`src/rtl/imm_enc.sv`:
```
// Immediate field encoder: classifies a 32-bit constant into the cheapest decodable
// immediate form, or splits it into an upper/lower pair whose decoded values sum to it.
module imm_enc (
  input  logic        clk,
  input  logic        rst,
  input  logic        in_valid,
  output logic        in_ready,
  input  logic [31:0] in_imm,
  output logic        out_valid,
  input  logic        out_ready,
  output logic [4:0]  out_a,
  output logic [4:0]  out_b,
  output logic [10:0] out_c,
  output logic [1:0]  imm_sel_out,
  output logic        out_last
);

  typedef enum logic [1:0] {
    IDLE,
    ONE,
    HI,
    LO
  } state_e;

  localparam logic [1:0] SEL_ZERO  = 2'b00;
  localparam logic [1:0] SEL_UPPER = 2'b01;
  localparam logic [1:0] SEL_SEXT16 = 2'b10;
  localparam logic [1:0] SEL_SEXT21 = 2'b11;

  state_e      state_q;
  logic        valid_q;
  logic        last_q;
  logic [1:0]  sel_q;
  logic [4:0]  a_q;
  logic [4:0]  b_q;
  logic [10:0] c_q;
  logic [15:0] lo_q;

  logic        is_zero;
  logic        fits16;
  logic        fits21;
  logic        low_zero;
  logic        is_pair;
  logic [15:0] hi_adj;
  logic [1:0]  first_sel;
  logic [20:0] first_f;
  logic        accept;

  // First-match classification of the incoming constant into a {c,b,a} field image.
  always_comb begin
    is_zero   = (in_imm == 32'd0);
    fits16    = (&in_imm[31:15]) | ~(|in_imm[31:15]);
    fits21    = (&in_imm[31:20]) | ~(|in_imm[31:20]);
    low_zero  = (in_imm[15:0] == 16'd0);
    hi_adj    = in_imm[31:16] + {15'd0, in_imm[15]};
    first_sel = SEL_ZERO;
    first_f   = 21'd0;
    is_pair   = 1'b0;
    if (is_zero) begin
      first_sel = SEL_ZERO;
      first_f   = 21'd0;
    end else if (fits16) begin
      first_sel = SEL_SEXT16;
      first_f   = {in_imm[15:0], 5'd0};
    end else if (fits21) begin
      first_sel = SEL_SEXT21;
      first_f   = in_imm[20:0];
    end else if (low_zero) begin
      first_sel = SEL_UPPER;
      first_f   = {in_imm[31:16], 5'd0};
    end else begin
      // The upper half absorbs bit 15 because the LO beat is sign-extended.
      first_sel = SEL_UPPER;
      first_f   = {hi_adj, 5'd0};
      is_pair   = 1'b1;
    end
  end

  assign in_ready = (state_q == IDLE) |
                    (((state_q == ONE) | (state_q == LO)) & out_ready);
  assign accept   = in_valid & in_ready;

  always_ff @(posedge clk) begin
    if (rst) begin
      state_q <= IDLE;
      valid_q <= 1'b0;
      last_q  <= 1'b0;
      sel_q   <= SEL_ZERO;
      a_q     <= 5'd0;
      b_q     <= 5'd0;
      c_q     <= 11'd0;
      lo_q    <= 16'd0;
    end else begin
      unique case (state_q)
        IDLE, ONE, LO: begin
          // A final beat leaving and a new accept share the same edge, so no bubble.
          if ((state_q == IDLE) || out_ready) begin
            if (accept) begin
              state_q <= is_pair ? HI : ONE;
              valid_q <= 1'b1;
              last_q  <= ~is_pair;
              sel_q   <= first_sel;
              c_q     <= first_f[20:10];
              b_q     <= first_f[9:5];
              a_q     <= first_f[4:0];
              lo_q    <= in_imm[15:0];
            end else begin
              state_q <= IDLE;
              valid_q <= 1'b0;
              last_q  <= 1'b0;
            end
          end
        end
        HI: begin
          if (out_ready) begin
            state_q <= LO;
            valid_q <= 1'b1;
            last_q  <= 1'b1;
            sel_q   <= SEL_SEXT16;
            c_q     <= lo_q[15:5];
            b_q     <= lo_q[4:0];
            a_q     <= 5'd0;
          end
        end
      endcase
    end
  end

  assign out_valid   = valid_q;
  assign out_last    = last_q;
  assign imm_sel_out = sel_q;
  assign out_a       = a_q;
  assign out_b       = b_q;
  assign out_c       = c_q;

endmodule

```
`config.mk`:
```
export PLATFORM = sky130hd
export DESIGN_NAME = imm_enc
export DESIGN_NICKNAME = d
export VERILOG_FILES = /design/src/rtl/imm_enc.sv
export SDC_FILE = /design/constraint.sdc
export NUM_CORES = 1
export LEC_CHECK = 0
export CORE_UTILIZATION = 35
export DETAILED_ROUTE_END_ITERATION = 16
export GPL_ROUTABILITY_DRIVEN = 0
export SYNTH_ARGS = -nofsm -noshare
export SYNTH_HDL_FRONTEND = slang
export SYNTH_SLANG_ARGS = --single-unit
```
`constraint.sdc`:
```
create_clock -name clk -period 3.3 [get_ports clk]
set_clock_uncertainty 0.15 [all_clocks]
set_input_delay 0.66 -clock clk [delete_from_list [all_inputs] [get_ports clk]]
set_output_delay 0.66 -clock clk [all_outputs]
set_load 0.01 [all_outputs]
```
==> reports/qor.txt, run 1 <==
Hold Crit Class - register to register
CTS tree - done
Largest family of logic cells by synthesized area - compound AO/OA/AOI/OAI gates
Remaining antenna violation count - 0
GR Layer Usage met1 - 33.5%
Max Root-Sink Buffers - 2
Met3 global-route usage - 4.57%
Crit share post-route - 93.4%
Finished Layout Cells - 533
Flops & latches, synth - 42
Number of flops mapped to enable cells by yosys - 0
CTS resizes - 0
Final Hold Viols - 0
Relative slew slack - 42.5%
Worst setup margin - 0.217 ns
Yosys warning count - 0
Top post-synthesis cells by area - dfxtp_1 32%, a21oi_1 7.1%, nand3_1 5.0%
Synthesized area - 2600 um2
Post-Synth Adder-Cell Area - 1.44%
CTS buffer count - 5
Worst-Margin Slew - 0.855 ns
Largest net degree at the start of global routing - 40
Core Region - 7210 um2
Placed Cells - 525
CP arrival - 3.11 ns
Antenna Cells - 0
Vias per inst - 5.70
Max FO, Critical Path - 11
Die Wd - 88.2 um
Row count - 31
Share of layout cells above drive strength 1 - 14.5%
Initial DRC Count - 173
VDD IR max - 244 uV
Synth Net Count - 379
Power Density - 358 nW/um2
Wire length per cell - 17.3 um
GR Layer Usage met2 - 40.1%
Input/output buffers - 61
RSZ-0062 raised after global routing - false
Number of distinct library cells after synthesis - 52
FMAX - 0.324 GHz
Register area share after synthesis - 32.3%
Area grow syn2layout - 42.6%
Top-area cell type share of the netlist area - 32.3%
Worst skew pair latency - 0.30 ns
Final Max Tran Viols - 0
First-pass GRT wire length - 14500 um
# fillers - 727
# nets final - 472
Mux cell area share after synthesis - 0.385%
Initial antenna violation count - 0
Detail Placement HPWL - 6760 um
Multi-input gate area - 1650 um2
Post-synth top cells - 42 x dfxtp_1, 37 x a21oi_1, 33 x nor2_1
Compound-Gate Fraction of Synth Area - 30.4%
Post-DP Area - 3620 um2
Vias in the first global route - 2888
Leakage - 1.42 nW
Root Buffer - clkbuf_8
Boundary Pins - 62
Post-synthesis xor/xnor area fraction - 3.37%
Post-route cell area - 3710 um2
Drt drc - 0
Clk slew on worst S/H paths - 0.08 ns
Ys async rst share - 0%
Setup crit end kind - register
Critical path required time - 3.33 ns
Hold Buf Count CTS - 0
TritonRoute pass-1 iters - 5
GRT overflow - 0
Max Cap Viol - 0
Post-synthesis simple-gate area fraction - 27.7%
Finish-stage setup viols - 0
Cell taking the most area after synthesis - dfxtp_1
Worst Setup Start Kind - input pin
Dpl ws - -0.0974 ns
Most used DFF post-synth - dfxtp_1
Crit path kind - input pin to register
Tot Pwr - 1.33 mW
Clock sink count - 42
H-tree depth - 2
WL final - 9200 um
Die height - 88.2 um
Outcome - finished clean
Avg Cell Area, Syn - 7.65 um2
Synth Instances - 340
Setup Fix Bufs, Post-CTS - 0
Total Routing Usage GR - 24.7%
Busiest grt layer - met2
Register Area - 841 um2
Routed vias - 3037
Die area - 7780 um2
Min cycle time layout - 3.08 ns
Most common cell in the netlist - dfxtp_1
Initial Utilization - 36.1%
[placed cells by master (no fill, tap or decap), drive strengths merged, types with 7 or more instances in the layout]
| master | count |
|---|---|
| clkbuf | 7 |
| xnor2 | 7 |
| and3 | 8 |
| buf | 49 |
| o21ai | 13 |
| nor2 | 33 |
| nand2 | 29 |
| nor3 | 8 |
| nand3 | 26 |
| clkdlybuf4s50 | 61 |
| dfxtp | 42 |
| nor4 | 7 |
| a221oi | 8 |
| a21oi | 37 |
[registers in the layout (all words and copies together) (netlist names)]
register     flops
imm_sel_out      2
lo_q            16
out_a            5
out_b            5
out_c           11
out_valid        1
state_q          2
[layout make-up]
| class | count | share of cell area (%) |
|---|---|---|
| Multi-Input combinational cell | 270 | 44.4 |
| Timing Repair Buffer | 110 | 26.7 |
| Sequential cell | 42 | 22.7 |
| Tap cell | 99 | 3.34 |
| Clock buffer | 7 | 2.33 |
| Inverter | 4 | 0.405 |
| Clock inverter | 1 | 0.135 |
[path summary, 6_finish.rpt]
check | startpoint | slack [ns] | end | cells after the start
max reg2reg | state_q[0] | 1.18 | out_a[4] | 5
min reg2reg | lo_q[12] | 0.30 | lo_q[12] | 2
min | lo_q[12] | 0.30 | lo_q[12] | 2
max | in_imm[10] | 0.22 | out_c[7] | 8
[power by group]
| part | internal, mW | switching, mW |
|---|---|---|
| logic | 0.201 | 0.199 |
| clock network | 0.169 | 0.180 |
| registers | 0.548 | 0.0295 |
[critical path: stages]
cell and delay [ns]:
clkdlybuf4s50_1 0.41, or4_1 0.60, or4_4 0.55, o41a_1 0.32
buf_4 0.19, nor2b_4 0.14, o221ai_1 0.10, o22ai_1 0.12
[metal layers]
metal / part of all wire (%) / up-vias
met4: 1.5 / 0
met3: 6.3 / 12
met1: 45 / 1435
li1: - / 1469
met5: 0 / -
met2: 47 / 121
[per-stage QoR]
step / util, % / hold slack, ns / TNS [ns]
2_1_floorplan: - / 0.282 / 0
5_1_grt: 51.4 / 0.318 / 0
3_5_place_dp: 50.2 / 0.295 / -0.801
3_3_place_gp: 50.2 / 0.289 / -0.304
6_report: 51.4 / 0.303 / 0
4_1_cts: 51.4 / 0.306 / 0
[cells by family after synthesis]
kind of cell               count (synthesis)
xor gates and xnor gates                  10
AOI/OAI and AO/OA                        115
muxes                                      1
buffers and inverters                     28
adders and majority gates                  3
DFF                                       42
and+or+nand+nor                          141
No activity file was read; power rests on OpenSTA's default activity.
==> inputs of run 2 (changes only) <==
- CORE_UTILIZATION: 35 -> 40
- PLACE_DENSITY: default -> 0.67
- clock period: 3.3 -> 3.6 ns (I/O delays scaled with it)
==> reports/qor.txt, run 2 (synthesized netlist as in run 1, its figures left out) <==
Routed vias - 3048
Outcome - finished clean
Finished Layout Cells - 497
Die Wd - 82.6 um
Tot Pwr - 1.21 mW
Commonest cells after routing, fill and taps aside - 61 x clkdlybuf4s50_1, 42 x dfxtp_1, 37 x a21oi_1
Reg-to-reg setup timing slack - 1.36 ns
Boundary Pins - 62
CTS buffer count - 5
TritonRoute pass-1 iters - 5
Total Routing Usage GR - 27.0%
Power Density - 338 nW/um2
Initial Utilization - 41.2%
Reg2Reg Depth - 6
Leakage - 1.35 nW
Hold Crit Class - register to register
Largest Register - lo_q
Max Cap Viol - 0
Met3 global-route usage - 4.84%
Vias in the first global route - 2793
Share of layout cells above drive strength 1 - 11.9%
Setup Fix Bufs, Post-CTS - 0
Core Region - 6310 um2
Final Max Tran Viols - 0
Max FO, Critical Path - 11
Vias per inst - 6.13
Worst skew pair latency - 0.29 ns
Hold_ws - 0.302 ns
Die area - 6830 um2
Root Buffer - clkbuf_8
GRT overflow - 0
Hold Path Stages - 2
Drt drc - 0
Row count - 29
Relative slew slack - 43.5%
# nets final - 458
Fin Setup TNS - 0 ns
Commonest non-fill, non-tap cell in the layout - clkdlybuf4s50_1
Largest net degree at the start of global routing - 21
RSZ-0062 raised after global routing - false
Hold Buf Count CTS - 0
WL final - 8800 um
Busiest grt layer - met2
Crit share post-route - 91.6%
Crit path kind - input pin to register
Setup crit end kind - register
# fillers - 608
VDD IR max - 177 uV
Critical path required time - 3.61 ns
FMAX - 0.303 GHz
GR Layer Usage met2 - 44.5%
Finish-stage setup viols - 0
First-pass GRT wire length - 13900 um
Worst-Margin Slew - 0.846 ns
GR Layer Usage met1 - 35.8%
CTS resizes - 0
Placed Cells - 489
Dpl ws - 0.0159 ns
Antenna Cells - 0
CTS tree - done
Max reg flops - 16
Clk slew on worst S/H paths - 0.09 ns
Wire length per cell - 17.7 um
Detail Placement HPWL - 6470 um
Final Hold Viols - 0
Initial antenna violation count - 0
Min cycle time layout - 3.30 ns
Area grow syn2layout - 37.2%
Input/output buffers - 61
Die height - 82.6 um
Worst setup margin - 0.301 ns
CP arrival - 3.30 ns
Clock sink count - 42
Worst Setup Start Kind - input pin
H-tree depth - 2
Initial DRC Count - 299
Max Root-Sink Buffers - 2
Remaining antenna violation count - 0
[run 2: routing by layer]
layer	vias to the layer above	wire (um)
met5	-	0
met4	0	178
met3	17	749
met2	152	4160
met1	1434	3710
li1	1445	-
[run 2: metrics by stage]
step / instance area [um2] / util, %
after floorplan: 2600 / -
after global placement: 3470 / 55.0
after detailed placement: 3470 / 55.0
after CTS: 3570 / 56.5
after global routing: 3570 / 56.5
final: 3570 / 56.5
[run 2: critical path, stage by stage]
cell             delay, ns
clkdlybuf4s50_1       0.45
or4_4                 0.58
or4_4                 0.59
o41a_1                0.53
nor2b_4               0.22
o221ai_1              0.11
o22ai_1               0.10
[run 2: area by class of cell]
type / instances / area, um2 / share of cell area, %
repair buffers: 96 / 873 / 24.5
inverters: 4 / 15.0 / 0.421
clock buffers: 6 / 82.6 / 2.31
well taps: 77 / 96.3 / 2.70
flip-flops and latches: 42 / 841 / 23.6
clock inverters: 2 / 12.5 / 0.351
multi-input cells: 270 / 1650 / 46.2
[run 2: report_power, final]
group	switching (mW)	internal [mW]	total (mW)
combinational	0.179	0.172	0.351
clock	0.171	0.154	0.325
sequential	0.0273	0.502	0.530
total	0.377	0.829	1.21
[run 2: path summary, 6_finish.rpt]
kind              end  startpoint
max          out_c[7]  in_imm[15]
min          lo_q[12]    lo_q[12]
max reg2reg  out_c[0]  state_q[1]
min reg2reg  lo_q[12]    lo_q[12]
==> inputs of run 3 (changes only) <==
- PLACE_DENSITY: 0.67 -> 0.69
- clock period: 3.6 -> 2.9 ns (I/O delays scaled with it)
==> reports/qor.txt, run 3 (synthesized netlist as in run 1, its figures left out) <==
Min-delay src - lo_q[13]
Met2 routed WL - 4390 um
Vias in the first global route - 2917
Outcome - finished clean
Reg-to-reg setup timing slack - 0.60 ns
Leakage - 1.58 nW
Tot Pwr - 1.51 mW
Initial Utilization - 41.2%
Row count - 29
Drt drc - 0
Hold Crit Class - register to register
Crit share post-route - 99.1%
Worst Setup Start Kind - input pin
Worst-path cell chain - clkdlybuf4s50_1, nor4_1, buf_4, nand4_1, buf_4, nor2_1, a21o_1, nor4_1, a22o_1
Clock sink count - 42
Input/output buffers - 61
Boundary Pins - 62
Commonest non-fill, non-tap cell in the layout - buf_4
Max reg flops - 16
RSZ-0062 raised after global routing - false
Total Routing Usage GR - 28.9%
Crit path kind - input pin to register
Area grow syn2layout - 50.6%
Core Region - 6310 um2
CTS tree - done
TritonRoute pass-1 iters - 7
VDD IR max - 252 uV
Slowest stage delay, CP - 0.81 ns
Detail Placement HPWL - 7020 um
Min cycle time layout - 2.88 ns
Commonest cells after routing, fill and taps aside - 75 x buf_4, 49 x clkdlybuf4s50_1, 42 x dfxtp_1
Largest Register - lo_q
Max Root-Sink Buffers - 2
Routed vias - 3254
First-pass GRT wire length - 14600 um
Placed Cells - 530
Die Wd - 82.6 um
Initial DRC Count - 272
WP buf/inv - 3
Final Hold Viols - 0
Reg-to-Reg End - out_a[0]
Finished Layout Cells - 539
Dpl ws - -0.454 ns
Initial antenna violation count - 0
Hold Path Stages - 2
CP arrival - 2.97 ns
Final Max Tran Viols - 0
Die area - 6830 um2
Share of layout cells above drive strength 1 - 21.4%
Die height - 82.6 um
Post-route cell area - 3920 um2
M1 wire length - 4290 um
Worst-Margin Slew - 1.07 ns
Power Density - 385 nW/um2
Reg-to-Reg Start - state_q[0]
Relative slew slack - 28.2%
Reg2Reg Depth - 5
Setup crit end kind - register
WL final - 9520 um
CP top delay family - simple AND/OR/NAND/NOR gates
H-tree depth - 2
CTS buffer count - 5
# nets final - 501
Endpoint, Worst Hold - lo_q[13]
Max FO, Critical Path - 5
Antenna Cells - 0
Critical-path top delay cell - nor4_1
Post-DP Area - 3790 um2
Worst skew pair latency - 0.30 ns
Critical path required time - 3.00 ns
FMAX - 0.348 GHz
Worst setup margin - 0.0247 ns
Vias per inst - 6.04
GRT overflow - 0
Largest net degree at the start of global routing - 40
# fillers - 602
Wire length per cell - 17.7 um
Clk slew on worst S/H paths - 0.08 ns
Remaining antenna violation count - 0
Hold Buf Count CTS - 0
Root Buffer - clkbuf_8
Finish-stage setup viols - 0
Met3 routed WL - 570 um
Max Cap Viol - 0
Top Metal Used - met4
==> run 3: cell type report <==
class	instances	area (um2)	share of cell area, %
tap	77	96.3	2.46
inverter	4	15.0	0.383
multi-input combinational	271	1700	43.3
clock buffer	5	68.8	1.76
timing repair buffer	138	1190	30.4
clock inverter	2	10.0	0.255
sequential	42	841	21.5
==> run 3: metrics by stage <==
stage / setup TNS, ns / util, % / hold slack, ns
after floorplan: 0 / - / 0.282
after global placement: -7.47 / 60.1 / 0.292
after detailed placement: -8.18 / 60.1 / 0.297
after CTS: 0 / 62.0 / 0.308
after global routing: 0 / 62.1 / 0.329
final: 0 / 62.1 / 0.309
==> run 3: power breakdown <==
part | leakage, nW | switching [mW] | internal, mW
clock network | 0.0438 | 0.207 | 0.162
registers | 0.346 | 0.0365 | 0.623
logic | 1.19 | 0.236 | 0.243
==> run 3: repair_timing <==
| item | 4_1_cts | 5_1_grt |
|---|---|---|
| resized for setup | 22 | 1 |
| setup endpoints to repair | 15 | 13 |
| gates cloned | 1 | 0 |
| pin swaps | 10 | 2 |
| setup buffers | 1 | 0 |
==> run 3: worst max-delay path by stage <==
stage,start,slack [ns],cells past startpoint,endpoint
2_1_floorplan,in_imm[10],0.12,7,out_b[3]
3_3_place_gp,in_imm[15],-0.42,7,out_c[0]
3_5_place_dp,in_imm[11],-0.45,7,out_c[0]
4_1_cts,in_imm[1],0.02,7,out_c[3]
5_1_grt,in_imm[1],0.01,9,out_b[4]
6_report,in_imm[26],0.02,9,out_a[0]
==> run 3: layer usage <==
metal | global-route usage (%) | vias to the layer above
met4 | 10.7 | 0
li1 | - | 1530
met1 | 38.9 | 1554
met5 | 0 | -
met2 | 45.9 | 142
met3 | 4.95 | 28
==> run 3: tightest hold or removal path: stages (launching register included) <==
cell and delay, ns:
dfxtp_1 0.31, nand2_1 0.05, a21oi_1 0.06
